`src/rtl/flash_loader.sv`:
```
// Boot-time copier: moves the enabled flash regions (MegaROM, Nextor BIOS, FM BIOS)
// into RAM one byte at a time, holding the rest of the cartridge off until done.
module flash_loader #(
    parameter bit          ENABLE_MEGAROM     = 1'b1,
    parameter bit          ENABLE_NEXTOR      = 1'b1,
    parameter bit          ENABLE_FM          = 1'b1,
    parameter logic [23:0] MEGAROM_FLASH_BASE = 24'h200000,
    parameter logic [23:0] MEGAROM_SIZE       = 24'h200000,
    parameter logic [23:0] MEGAROM_RAM_BASE   = 24'h400000,
    parameter logic [23:0] NEXTOR_FLASH_BASE  = 24'h100000,
    parameter logic [23:0] NEXTOR_SIZE        = 24'h020000,
    parameter logic [23:0] NEXTOR_RAM_BASE    = 24'h700000,
    parameter logic [23:0] FM_FLASH_BASE      = 24'h120000,
    parameter logic [23:0] FM_SIZE            = 24'h004000,
    parameter logic [23:0] FM_RAM_BASE        = 24'h720000
) (
    input  logic        CLK,
    input  logic        RESET,
    output logic        FLASH_REQ,
    output logic [23:0] FLASH_ADDR,
    input  logic        FLASH_ACK,
    input  logic        FLASH_RVALID,
    input  logic [7:0]  FLASH_RDATA,
    output logic        RAM_WE,
    output logic [23:0] RAM_ADDR,
    output logic [7:0]  RAM_WDATA,
    input  logic        RAM_ACK,
    output logic        BUSY,
    output logic        DONE,
    output logic [1:0]  REGION,
    output logic [2:0]  DBG_STATE
);

    // Handshakes: FLASH_REQ (with FLASH_ADDR) and RAM_WE (with RAM_ADDR/RAM_WDATA) are
    // held stable until the matching ACK is sampled high on a rising CLK edge; at most one
    // transfer is in flight and the two requests are never high together. FLASH_RVALID is
    // only honoured once the read was accepted; any ACK/RVALID in another state is ignored.
    typedef enum logic [2:0] {
        ST_IDLE    = 3'd0,
        ST_SELECT  = 3'd1,
        ST_RD_REQ  = 3'd2,
        ST_RD_WAIT = 3'd3,
        ST_WR      = 3'd4,
        ST_FINISH  = 3'd5
    } state_t;

    localparam logic [1:0] REGION_NONE = 2'd3;

    state_t      state_q, state_d;
    logic [1:0]  sel_q, sel_d;
    logic [1:0]  region_q, region_d;
    logic [23:0] src_q, src_d;
    logic [23:0] dst_q, dst_d;
    logic [24:0] cnt_q, cnt_d;
    logic [7:0]  buf_q, buf_d;

    logic        pick_en;
    logic [23:0] pick_src;
    logic [23:0] pick_dst;
    logic [23:0] pick_size;

    // Region table, indexed by the SELECT scan position
    always_comb begin
        pick_en   = 1'b0;
        pick_src  = 24'h0;
        pick_dst  = 24'h0;
        pick_size = 24'h0;
        case (sel_q)
            2'd0: begin
                pick_en   = ENABLE_MEGAROM;
                pick_src  = MEGAROM_FLASH_BASE;
                pick_dst  = MEGAROM_RAM_BASE;
                pick_size = MEGAROM_SIZE;
            end
            2'd1: begin
                pick_en   = ENABLE_NEXTOR;
                pick_src  = NEXTOR_FLASH_BASE;
                pick_dst  = NEXTOR_RAM_BASE;
                pick_size = NEXTOR_SIZE;
            end
            2'd2: begin
                pick_en   = ENABLE_FM;
                pick_src  = FM_FLASH_BASE;
                pick_dst  = FM_RAM_BASE;
                pick_size = FM_SIZE;
            end
            default: begin
                pick_en   = 1'b0;
            end
        endcase
    end

    always_comb begin
        state_d  = state_q;
        sel_d    = sel_q;
        region_d = region_q;
        src_d    = src_q;
        dst_d    = dst_q;
        cnt_d    = cnt_q;
        buf_d    = buf_q;
        case (state_q)
            ST_IDLE: begin
                sel_d   = 2'd0;
                state_d = ST_SELECT;
            end
            ST_SELECT: begin
                if (sel_q == 2'd3) begin
                    region_d = REGION_NONE;
                    state_d  = ST_FINISH;
                end else begin
                    sel_d = sel_q + 2'd1;
                    if (pick_en && (pick_size != 24'h0)) begin
                        region_d = sel_q;
                        src_d    = pick_src;
                        dst_d    = pick_dst;
                        cnt_d    = {1'b0, pick_size};
                        state_d  = ST_RD_REQ;
                    end
                end
            end
            ST_RD_REQ: begin
                if (FLASH_ACK) begin
                    // Data returned with the accept skips RD_WAIT entirely
                    if (FLASH_RVALID) begin
                        buf_d   = FLASH_RDATA;
                        state_d = ST_WR;
                    end else begin
                        state_d = ST_RD_WAIT;
                    end
                end
            end
            ST_RD_WAIT: begin
                if (FLASH_RVALID) begin
                    buf_d   = FLASH_RDATA;
                    state_d = ST_WR;
                end
            end
            ST_WR: begin
                if (RAM_ACK) begin
                    src_d   = src_q + 24'd1;
                    dst_d   = dst_q + 24'd1;
                    cnt_d   = cnt_q - 25'd1;
                    state_d = (cnt_q == 25'd1) ? ST_SELECT : ST_RD_REQ;
                end
            end
            ST_FINISH: begin
                state_d = ST_FINISH;
            end
            default: begin
                state_d = ST_IDLE;
            end
        endcase
    end

    always_ff @(posedge CLK) begin
        if (RESET) begin
            state_q  <= ST_IDLE;
            sel_q    <= 2'd0;
            region_q <= REGION_NONE;
            src_q    <= 24'h0;
            dst_q    <= 24'h0;
            cnt_q    <= 25'h0;
            buf_q    <= 8'h0;
        end else begin
            state_q  <= state_d;
            sel_q    <= sel_d;
            region_q <= region_d;
            src_q    <= src_d;
            dst_q    <= dst_d;
            cnt_q    <= cnt_d;
            buf_q    <= buf_d;
        end
    end

    assign FLASH_REQ  = (state_q == ST_RD_REQ);
    assign FLASH_ADDR = src_q;
    assign RAM_WE     = (state_q == ST_WR);
    assign RAM_ADDR   = dst_q;
    assign RAM_WDATA  = buf_q;
    assign BUSY       = (state_q != ST_FINISH);
    assign DONE       = (state_q == ST_FINISH);
    assign REGION     = region_q;
    assign DBG_STATE  = state_q;

endmodule

```
`config.mk`:
```
export PLATFORM = sky130hd
export DESIGN_NAME = flash_loader
export DESIGN_NICKNAME = d
export VERILOG_FILES = /design/src/rtl/flash_loader.sv
export SDC_FILE = /design/constraint.sdc
export NUM_CORES = 1
export LEC_CHECK = 0
export ABC_AREA = 1
export ABC_CLOCK_PERIOD_IN_PS = 1780
export CELL_PAD_IN_SITES_DETAIL_PLACEMENT = 0
export CELL_PAD_IN_SITES_GLOBAL_PLACEMENT = 2
export CORE_AREA = 3 3 138 140
export DETAILED_ROUTE_END_ITERATION = 10
export DIE_AREA = 0 0 141 143
export GPL_ROUTABILITY_DRIVEN = 0
export HOLD_SLACK_MARGIN = 0.1
export PLACE_DENSITY = 0.88
export SLEW_MARGIN = 40
export SYNTH_ARGS = -nofsm -noshare
export SYNTH_HDL_FRONTEND = slang
export SYNTH_SLANG_ARGS = --single-unit
```
`constraint.sdc`:
```
create_clock -name CLK -period 1.78 [get_ports CLK]
set_input_delay 0.267 -clock CLK [delete_from_list [all_inputs] [get_ports CLK]]
set_output_delay 0.267 -clock CLK [all_outputs]
set_load 0.02 [all_outputs]
```
==> impl_metrics.ini <==
[synthesis]
synth_nets = 819
synth_edf_count = 0
synth-xor-area-share_pct = 1.02
ys_seq_area_share_pct = 34.3
synth_warnings = 0
syn_inst = 797
synth_flop_cell = dfxtp_1
synth_top_cell_by_area = dfxtp_1
synth_compound_area_share_pct = 12.1
syn_area_mm2 = 0.00513
yosysMostFrequentCell = nand2_1
synthSimpleGateAreaFrac_pct = 39.5
synthAdderAreaFrac_pct = 2.19
synth_area_leaders = dfxtp_1 34%, nand2_1 15%, nor2_1 9.2%, inv_1 6.9%, a21oi_1 6.0%
avgSynthCellArea_um2 = 6.44
synth_top_family_by_area = simple AND/OR/NAND/NOR gates
muxShareOfSynthArea_pct = 0
synth_top_area_share_pct = 34.3
ys_ff_latch = 88
synth.distinct_cells = 39
netlist_top_cells_count = 207 x nand2_1, 126 x nor2_1, 94 x inv_1
async_flop_share_pct = 0

[worst_hold_path]
hold_depth = 2
hold_path_startpoint = RAM_WDATA[3]
min_path_type = reg2reg

[placed_design]
hpwl_mm = 11.1
place_area_mm2 = 0.00647
portBuffers = 77

[clocking]
clkTransAtPathRegs_ns = 0.07
htreeDepth = 3
cts_buffers = 9
clockRootBuffer = clkbuf_16
clockBufferDepth = 2
clk_latency_ns = 0.35
clkSinkCount = 88
cts_tree = yes
ctsHoldBuffers = 0

[setup_path]
critPathArrivalTime_ns = 1.46
worst_setup_path_start_kind = register
path_buf_inv = 1
reg2reg_depth = 11
cp-end-kind = primary output
cp_num_cells = 1
crit_path_start = FLASH_ADDR[16]
crit_family = buffers and inverters
crit_type = reg2out
r2r_start = sel_q[0]
critical_path.cell_chain = clkdlybuf4s50_1
slowest_stage = clkdlybuf4s50_1
cpPeakStageDelay_ns = 0.66
crit_path_max_fanout = 6
required_ns = 1.51

[routing]
vias_per_cell = 4.55
wl_per_cell_um = 12.9
vias = 5214
wl_mm = 14.8
drc_errors = 0
ant_nets = 0
drt-initial-drc-count = 222
drt_pass1_iterations = 4

[die]
die_area_mm2 = 0.0202
row_count = 49
die_x_um = 141
pin_count = 78
start_util_pct = 28.6
coreArea_mm2 = 0.0180
die_h_um = 143

[timing]
slew_headroom_pct = 78.3
worstMarginPinSlew_ns = 0.323
rsz0062_at_grt = true
fin_crit_ns = 1.73
fmax_mhz = 579
hold_viol = 0
slew_violations = 0
clock_skew_ns = 0.0124
timing.final.crit_share_pct = 97.1
setup_viol = 0

[pwr]
clkPwrFrac_pct = 17.8
power_switching_mw = 4.93
internal_power_mw = 5.99
p_comb_share_pct = 55.6
swShare_pct = 45.1
vdd_ir_drop_max_uv = 775
p_leak_nw = 2.86
seq_power_share_pct = 26.6
power_per_cell_area_mw_per_mm2 = 1600

[global_route]
grt_pass1_wl_mm = 24.9
grt_usage_pct = 15.1
overflow = 0
grt_pass1_vias = 4980
grt_antenna_before_repair = 0
grt_max_degree = 30

[run]
cap_violations = 0

[finish]
final_util_pct = 37.9
area_delta_synth_final_pct = 32.6
layout.nets = 935
n_antenna_cell = 0
final_layout_size_suffix_gt1_share_pct = 11.1
stdcell_area_mm2 = 0.00681

[run_status]
status = finished clean
## cells in the final DEF (no fill, tap or decap), types with 2 or more instances in the layout
cell type and n:
ha_1 9, nand3_1 62, dlygate4sd2_1 4, o21bai_1 5, nor2_4 2, nor2_2 5, nor4_1 3, xor2_1 6
nand4_1 18, clkdlybuf4s50_1 63, o21ai_0 29, and2_1 3, or2_2 3, dfxtp_1 85, clkbuf_16 9, o21ai_1 4
nand2_2 2, o2111ai_1 3, nor2_1 125, dfxtp_2 2, inv_2 6, nand4_4 2, buf_12 7, clkinv_2 2
buf_4 45, nand3b_1 5, nor3_1 13, a211oi_1 4, nand2_1 207, nand2_4 4, a21oi_1 62, nor3_2 3
inv_1 92, dlymetal6s2s_1 8
## timing repair
action,CTS,global route
pin swaps,0,2
setup buffers,0,1
gates resized for setup,10,18
endpoints found under the setup margin,7,50
## per-stage QoR
step           std cells  setup slack (ns)  hold WS [ns]  power (mW)  TNS, ns
5_1_grt             1146          -0.00974         0.467        11.9  -0.0124
2_1_floorplan        797            0.0503         0.447        6.94        0
3_5_place_dp        1130            -0.117         0.435        9.04    -1.59
6_report            1146            0.0523         0.442        10.9        0
3_3_place_gp        1130           -0.0998         0.431        9.04   -0.952
4_1_cts             1145           0.00845         0.445        11.0        0
## cells by family (layout without fill, tap and decap cells)
kind of cell,Yosys count,in the layout
xor gates and xnor gates,6,6
buffers and inverters,122,242
and+or+nand+nor,461,461
DFF,88,88
adders and majority gates,9,9
AOI/OAI and AO/OA,111,111
## routing by layer
metal | global-route usage [%] | share of wire, % | vias up
met5 | 0 | 0 | -
met4 | 3.11 | 0.86 | 0
met3 | 3.65 | 3.6 | 10
met2 | 25.5 | 47 | 80
met1 | 19.9 | 49 | 2333
li1 | - | - | 2791
## worst paths after layout
path | to | slack, ns
setup / recovery | FLASH_ADDR[16] | 0.05
hold / removal | RAM_WDATA[3] | 0.44
setup reg to reg | FLASH_ADDR[13] | 0.09
hold reg to reg | RAM_WDATA[3] | 0.44
## sequential cells by signal, indices dropped and copies added (netlist names)
name        count
REGION          2
sel_q           2
cnt_q          25
RAM_ADDR       24
RAM_WDATA       8
DBG_STATE       3
FLASH_ADDR     24
## power by group through the flow
stage	Combinational, mW	Sequential (mW)	Clock [mW]
finish	6.07	2.90	1.95
detailed placement	6.11	2.93	0
floorplan	3.95	2.99	0
global placement	6.10	2.93	0
CTS	6.12	2.91	2.01
global route	6.87	2.98	2.10
## layout make-up
type                            count  area, um2
Multi-Input combinational cell    587       2830
Clock buffer                       10        239
Timing Repair Buffer              129       1260
Sequential cell                    88       1770
Fill cell                        1907      11200
Tap cell                          229        287
Inverter                           98        368
Clock inverter                      5       56.3
No activity file was read; power rests on OpenSTA's default activity.
